$ cat src/rtl/game_pkg.sv
// Shared types and helpers for the asteroid game blocks: coordinate widths,
// the destroy-event FSM state encoding and the per-axis box test.
package game_pkg;

    localparam int COORD_W = 10;
    localparam int EXPL_W  = 33;

    typedef enum logic [1:0] {IDLE, SCAN, HOLD, SCAN_H} state_e;

    // Differences are taken one bit wider than the coordinates so they never wrap.
    function automatic logic abs_diff_le(input logic [COORD_W-1:0] a,
                                         input logic [COORD_W-1:0] b,
                                         input logic [COORD_W:0]   r);
        logic signed [COORD_W:0] d;
        logic        [COORD_W:0] m;
        d = $signed({1'b0, a}) - $signed({1'b0, b});
        m = d[COORD_W] ? $unsigned(-d) : $unsigned(d);
        return m <= r;
    endfunction

endpackage

$ cat src/rtl/hit_compare.sv
// Combinational bullet-vs-asteroid box test for one slot.
module hit_compare
    import game_pkg::*;
#(
    parameter int HIT_RADIUS = 20
) (
    input  logic [COORD_W-1:0] bh_i,
    input  logic [COORD_W-1:0] bv_i,
    input  logic [COORD_W-1:0] ah_i,
    input  logic [COORD_W-1:0] av_i,
    input  logic               alive_i,
    output logic               hit_o
);

    localparam logic [COORD_W:0] R = HIT_RADIUS[COORD_W:0];

    assign hit_o = alive_i & abs_diff_le(bh_i, ah_i, R) & abs_diff_le(bv_i, av_i, R);

endmodule

$ cat src/rtl/destroy_event_gen.sv
// Per-frame collision scanner driving the explosion renderer (destroy/dH/dV).
// Define DESTROY_RETRIGGER_EN to allow new hits to be scanned while an explosion is shown.
module destroy_event_gen
    import game_pkg::*;
#(
    parameter int NUM_AST     = 8,
    parameter int HIT_RADIUS  = 20,
    parameter int ANIM_FRAMES = 30
) (
    input  logic                       clk,
    input  logic                       resetn,
    input  logic                       frameTick,
    input  logic                       bulletValid,
    input  logic [COORD_W-1:0]         bH,
    input  logic [COORD_W-1:0]         bV,
    input  logic [COORD_W*NUM_AST-1:0] astH,
    input  logic [COORD_W*NUM_AST-1:0] astV,
    input  logic [NUM_AST-1:0]         astAlive,
    output logic [NUM_AST-1:0]         astKill,
    output logic                       bulletKill,
    output logic                       destroy,
    output logic [EXPL_W-1:0]          dH,
    output logic [EXPL_W-1:0]          dV,
    output logic                       busy
);

    localparam int                 IDX_W    = (NUM_AST > 1) ? $clog2(NUM_AST) : 1;
    localparam logic [IDX_W-1:0]   LAST_IDX = IDX_W'(NUM_AST - 1);
    localparam logic [7:0]         ANIM     = 8'(ANIM_FRAMES);

    state_e               state_q;
    logic [IDX_W-1:0]     idx_q;
    logic [7:0]           frame_cnt_q;
    logic [NUM_AST-1:0]   ast_kill_q;
    logic                 bullet_kill_q;
    logic                 destroy_q;
    logic [EXPL_W-1:0]    dh_q;
    logic [EXPL_W-1:0]    dv_q;

    logic [COORD_W-1:0]   cur_h;
    logic [COORD_W-1:0]   cur_v;
    logic                 cur_alive;
    logic                 hit;

    // A single comparator is time-shared across slots by the scan index.
    assign cur_h     = astH[idx_q*COORD_W +: COORD_W];
    assign cur_v     = astV[idx_q*COORD_W +: COORD_W];
    assign cur_alive = astAlive[idx_q];

    hit_compare #(.HIT_RADIUS(HIT_RADIUS)) u_hit (
        .bh_i    (bH),
        .bv_i    (bV),
        .ah_i    (cur_h),
        .av_i    (cur_v),
        .alive_i (cur_alive),
        .hit_o   (hit)
    );

    always_ff @(posedge clk or negedge resetn) begin
        if (!resetn) begin
            state_q       <= IDLE;
            idx_q         <= '0;
            frame_cnt_q   <= '0;
            ast_kill_q    <= '0;
            bullet_kill_q <= 1'b0;
            destroy_q     <= 1'b0;
            dh_q          <= '0;
            dv_q          <= '0;
        end else begin
            ast_kill_q    <= '0;
            bullet_kill_q <= 1'b0;
            case (state_q)
                IDLE: begin
                    if (frameTick && bulletValid) begin
                        state_q <= SCAN;
                        idx_q   <= '0;
                    end
                end
                SCAN, SCAN_H: begin
                    // A scan launched from HOLD falls back to HOLD, not IDLE.
                    if (!bulletValid) begin
                        state_q <= (state_q == SCAN_H) ? HOLD : IDLE;
                    end else if (hit) begin
                        ast_kill_q    <= NUM_AST'(1) << idx_q;
                        bullet_kill_q <= 1'b1;
                        dh_q          <= EXPL_W'(cur_h);
                        dv_q          <= EXPL_W'(cur_v);
                        destroy_q     <= 1'b1;
                        frame_cnt_q   <= ANIM;
                        state_q       <= HOLD;
                    end else if (idx_q == LAST_IDX) begin
                        state_q <= (state_q == SCAN_H) ? HOLD : IDLE;
                    end else begin
                        idx_q <= idx_q + 1'b1;
                    end
                end
                HOLD: begin
                    if (frameTick) begin
                        frame_cnt_q <= frame_cnt_q - 8'd1;
                        if (frame_cnt_q == 8'd1) begin
                            destroy_q <= 1'b0;
                            state_q   <= IDLE;
                        end
`ifdef DESTROY_RETRIGGER_EN
                        else if (bulletValid) begin
                            state_q <= SCAN_H;
                            idx_q   <= '0;
                        end
`endif
                    end
                end
                default: state_q <= IDLE;
            endcase
        end
    end

    assign astKill    = ast_kill_q;
    assign bulletKill = bullet_kill_q;
    assign destroy    = destroy_q;
    assign dH         = dh_q;
    assign dV         = dv_q;
    assign busy       = (state_q != IDLE);

endmodule
$ cat config.mk
export PLATFORM = sky130hd
export DESIGN_NAME = destroy_event_gen
export DESIGN_NICKNAME = d
export VERILOG_FILES = /design/src/rtl/game_pkg.sv /design/src/rtl/hit_compare.sv /design/src/rtl/destroy_event_gen.sv
export SDC_FILE = /design/constraint.sdc
export NUM_CORES = 1
export LEC_CHECK = 0
export ABC_AREA = 1
export CORE_MARGIN = 3
export CORE_UTILIZATION = 50
export CTS_CLUSTER_DIAMETER = 150
export CTS_CLUSTER_SIZE = 25
export DETAILED_ROUTE_END_ITERATION = 8
export DONT_BUFFER_PORTS = 1
export GPL_TIMING_DRIVEN = 0
export PLACE_DENSITY = 0.72
export RECOVER_POWER = 25
export SLEW_MARGIN = 20
export SYNTH_ARGS = -nofsm -noshare
export SYNTH_HDL_FRONTEND = slang
export SYNTH_HIERARCHICAL = 1
export SYNTH_SLANG_ARGS = --single-unit
export TNS_END_PERCENT = 5
$ cat constraint.sdc
create_clock -name clk -period 6.93 [get_ports clk]
set_input_delay 1.386 -clock clk [delete_from_list [all_inputs] [get_ports clk]]
set_output_delay 1.386 -clock clk [all_outputs]
set_load 0.05 [all_outputs]
==> results by group <==
Logic synthesis
  – Area leader, netlist: nand2_1
  – FF+latch count, synth: 43
  – Post-Synthesis Cells: between 1000 and 1500
  – Register area share after synthesis: between 10% and 20%
  – Synth top area share: 29.3%
  – Distinct cells, synth: 36
  – Mapped cell area: 5860 sq um
  – Synth Area per Inst: between 5 and 6 sq um
  – Synth area leaders: nand2_1 (29%), dfrtp_1 (18%), nand3_1 (10%)
  – Synth warnings: 6

Flow run
  – Max-Cap Viols: 0

Detailed routing
  – Final wirelength: 19400 microns
  – Drt wl/cell: 15.5 microns
  – First-pass DRT Iterations: 5
  – Initial drt markers: between 400 and 500
  – DRC viols: 0
  – Antenna Nets Post-Route: 0
  – Via count: between 6000 and 7000
  – Vias/cell: 5.09

Clock tree
  – Clk sinks: 43
  – Register clock-pin slew on the reported worst setup and hold paths: roughly 0.060 ns
  – Clock insertion delay at the later pin of the skew report: 0.28 ns
  – CTS root buf: clkbuf_16
  – # resized after CTS: 0
  – Hold buffers post-CTS: 0
  – CTS buffer count: 5
  – Post-CTS setup buffers: 0
  – Clock Tree Buf Depth: 2
  – CTS tree: yes
  – CTS H-Tree Depth: 2

Critical path
  – CP Launch Type: input pin
  – Critical Setup Path Class: input pin to flip-flop
  – Critical path arrival: between 4 and 5 ns
  – CP max FO: 10
  – Slowest cell on crit path: fa_1
  – Most used cell, CP: nand2_1
  – Crit-path max cell delay: 0.45 ns
  – Buf/Inv on CP: 3
  – Data required, critical path: 7.10 ns
  – CP Capture Type: flip-flop
  – Largest delay share family, worst path: simple AND/OR/NAND/NOR gates

Finish
  – Final core occ: roughly 57%
  – Ant diodes: 0
  – Most frequent cells in the layout: nand2_1 (457), nand3_1 (119), nor2_1 (95)
  – Area grow syn2layout: 8.29%
  – Fin area: about 6300 sq um
  – Most common cell after layout, fill and taps aside: nand2_1
  – Layout Nets: about 1300
  – Share of cells above drive strength 1: about an eighth
  – Layout filler cell count: ~1200

STA
  – Pins Over Slew Limit: 0
  – F_max: 0.212 GHz
  – Final Critical Period: about 4.7 ns
  – Worst slew pin tran: approximately 0.6 ns
  – Final Hold Fails: 0
  – Max_slew headroom: between 50% and 60%
  – Total negative slack: 0 ns
  – Setup slack after layout: roughly 2.2 ns
  – WHS: slightly above 0.5 ns
  – Period utilization: 68.1%
  – RSZ-0062 raised after global routing: false
  – Max Clock Skew: ~0.0061 ns
  – Final Setup Violations: 0

Placement
  – HPWL Detailed: ~16000 microns
  – Setup slack after placement: ~2.0 ns
  – IO buf count: 0
  – Placed inst area: around 6200 sq um
  – GPL Wtd Cong: between 0.9 and 1

Global routing
  – Vias in the first global route: between 5000 and 6000
  – Global-route wire length before repair: approximately 30000 microns
  – Antenna violations before repair: 0
  – Total gr overflow: 0
  – Total global-route track usage: ~29%
  – Pin count of the biggest net entering global routing: 44

Power
  – Leakage: between 0.003 and 0.004 uW
  – Max VDD drop: ~290 uV
  – Power Density: about 500 nW/um^2

Floorplan
  – I/O pins: between 200 and 300
  – Die H: 114 microns
  – Die area: between 10000 and 15000 sq um
  – Rows: 38
  – Die W: around 110 microns
  – Core Region: roughly 11000 sq um
  – Initial core utilization: around 53%

Min path
  – Hold Crit Class: flip-flop to flip-flop

Outcome
  – Status: finished, final reports clean
worst register-to-register path, delay by kind of cell, from the launching register on:
| family | cells | cell delay [ns] |
|---|---|---|
| simple gates | 22 | 2.38 |
| flops | 1 | 0.47 |
| buf+inv | 6 | 1.06 |
| fa+ha+maj | 2 | 0.61 |
report_power, final:
group / switching, uW / leakage (uW) / internal, uW / total (uW)
Clock: 98.6 / 0.0000669 / 133 / 232
Combinational: 1760 / 0.00309 / 866 / 2620
Sequential: 70.1 / 0.000591 / 280 / 350
metrics by stage:
step	total power (uW)	cells
5_1_grt	3580	1246
2_1_floorplan	2400	1098
6_report	3210	1246
4_1_cts	3170	1246
3_5_place_dp	2930	1238
3_3_place_gp	2910	1238
Yosys cell counts:
cell and count:
inv_6 1, o21bai_1 2, nand4_1 8, nand2_4 1, inv_2 11, o21ai_0 35
nand2_2 22, a21oi_2 2, xor2_1 4, dfrtp_1 43, nor3_1 2, nor2_1 95
nand3_1 119, nand3_2 5, ha_1 28, nor2_2 8, conb_1 1, nor3_2 1
inv_1 84, nand3_4 1, o21ai_1 3, buf_6 1, a21boi_1 1, nand3b_1 4
buf_2 21, a21boi_0 1, and2_1 20, a21oi_4 1, buf_4 48, fa_1 2
or2_4 1, clkbuf_1 9, a21oi_1 6, o22ai_1 2, buf_1 3, nand2_1 457
kinds of logic after synthesis:
kind of cell / synth area share, %
AOI/OAI and AO/OA: 5.06
DFF: 18.4
xor gates and xnor gates: 0.598
other: 0.0640
and+or+nand+nor: 54.1
buffers and inverters: 15.1
adders and majority gates: 6.67
final timing paths:
kind,startpoint,end,slack [ns],depth (start not counted)
max,astH[40],dH[7],2.21,27
min,frame_cnt_q[7],frame_cnt_q[7],0.52,2
max reg2reg,idx_q[0],dH[7],2.30,30
min reg2reg,frame_cnt_q[7],frame_cnt_q[7],0.52,2
max in group asynchronous,resetn,dH[2],6.04,0
min in group asynchronous,resetn,frame_cnt_q[7],0.79,0
per-layer routing:
metal,track usage (%),share of wire [%],vias up
met2,48.4,48,274
met3,4.33,7.2,36
met4,7.60,2.6,0
met1,38.4,42,2751
li1,-,-,3285
met5,0,0,-
sequential cells by signal, indices dropped and copies added, names as in the netlist:
register,flops
astKill,8
bulletKill,1
dH,10
dV,10
destroy,1
frame_cnt_q,8
idx_q,3
state_q,2
cell type report:
type                       instances  area [sq um]  share of cell area, %
multi-input combinational        877          4060                   64.1
sequential                        43          1080                   17.0
buffer                            82           522                   8.23
inverter                          96           365                   5.76
tap                              140           175                   2.76
clock buffer                       6           129                   2.03
clock inverter                     2          12.5                  0.197
(Power assumes the default switching activity.)
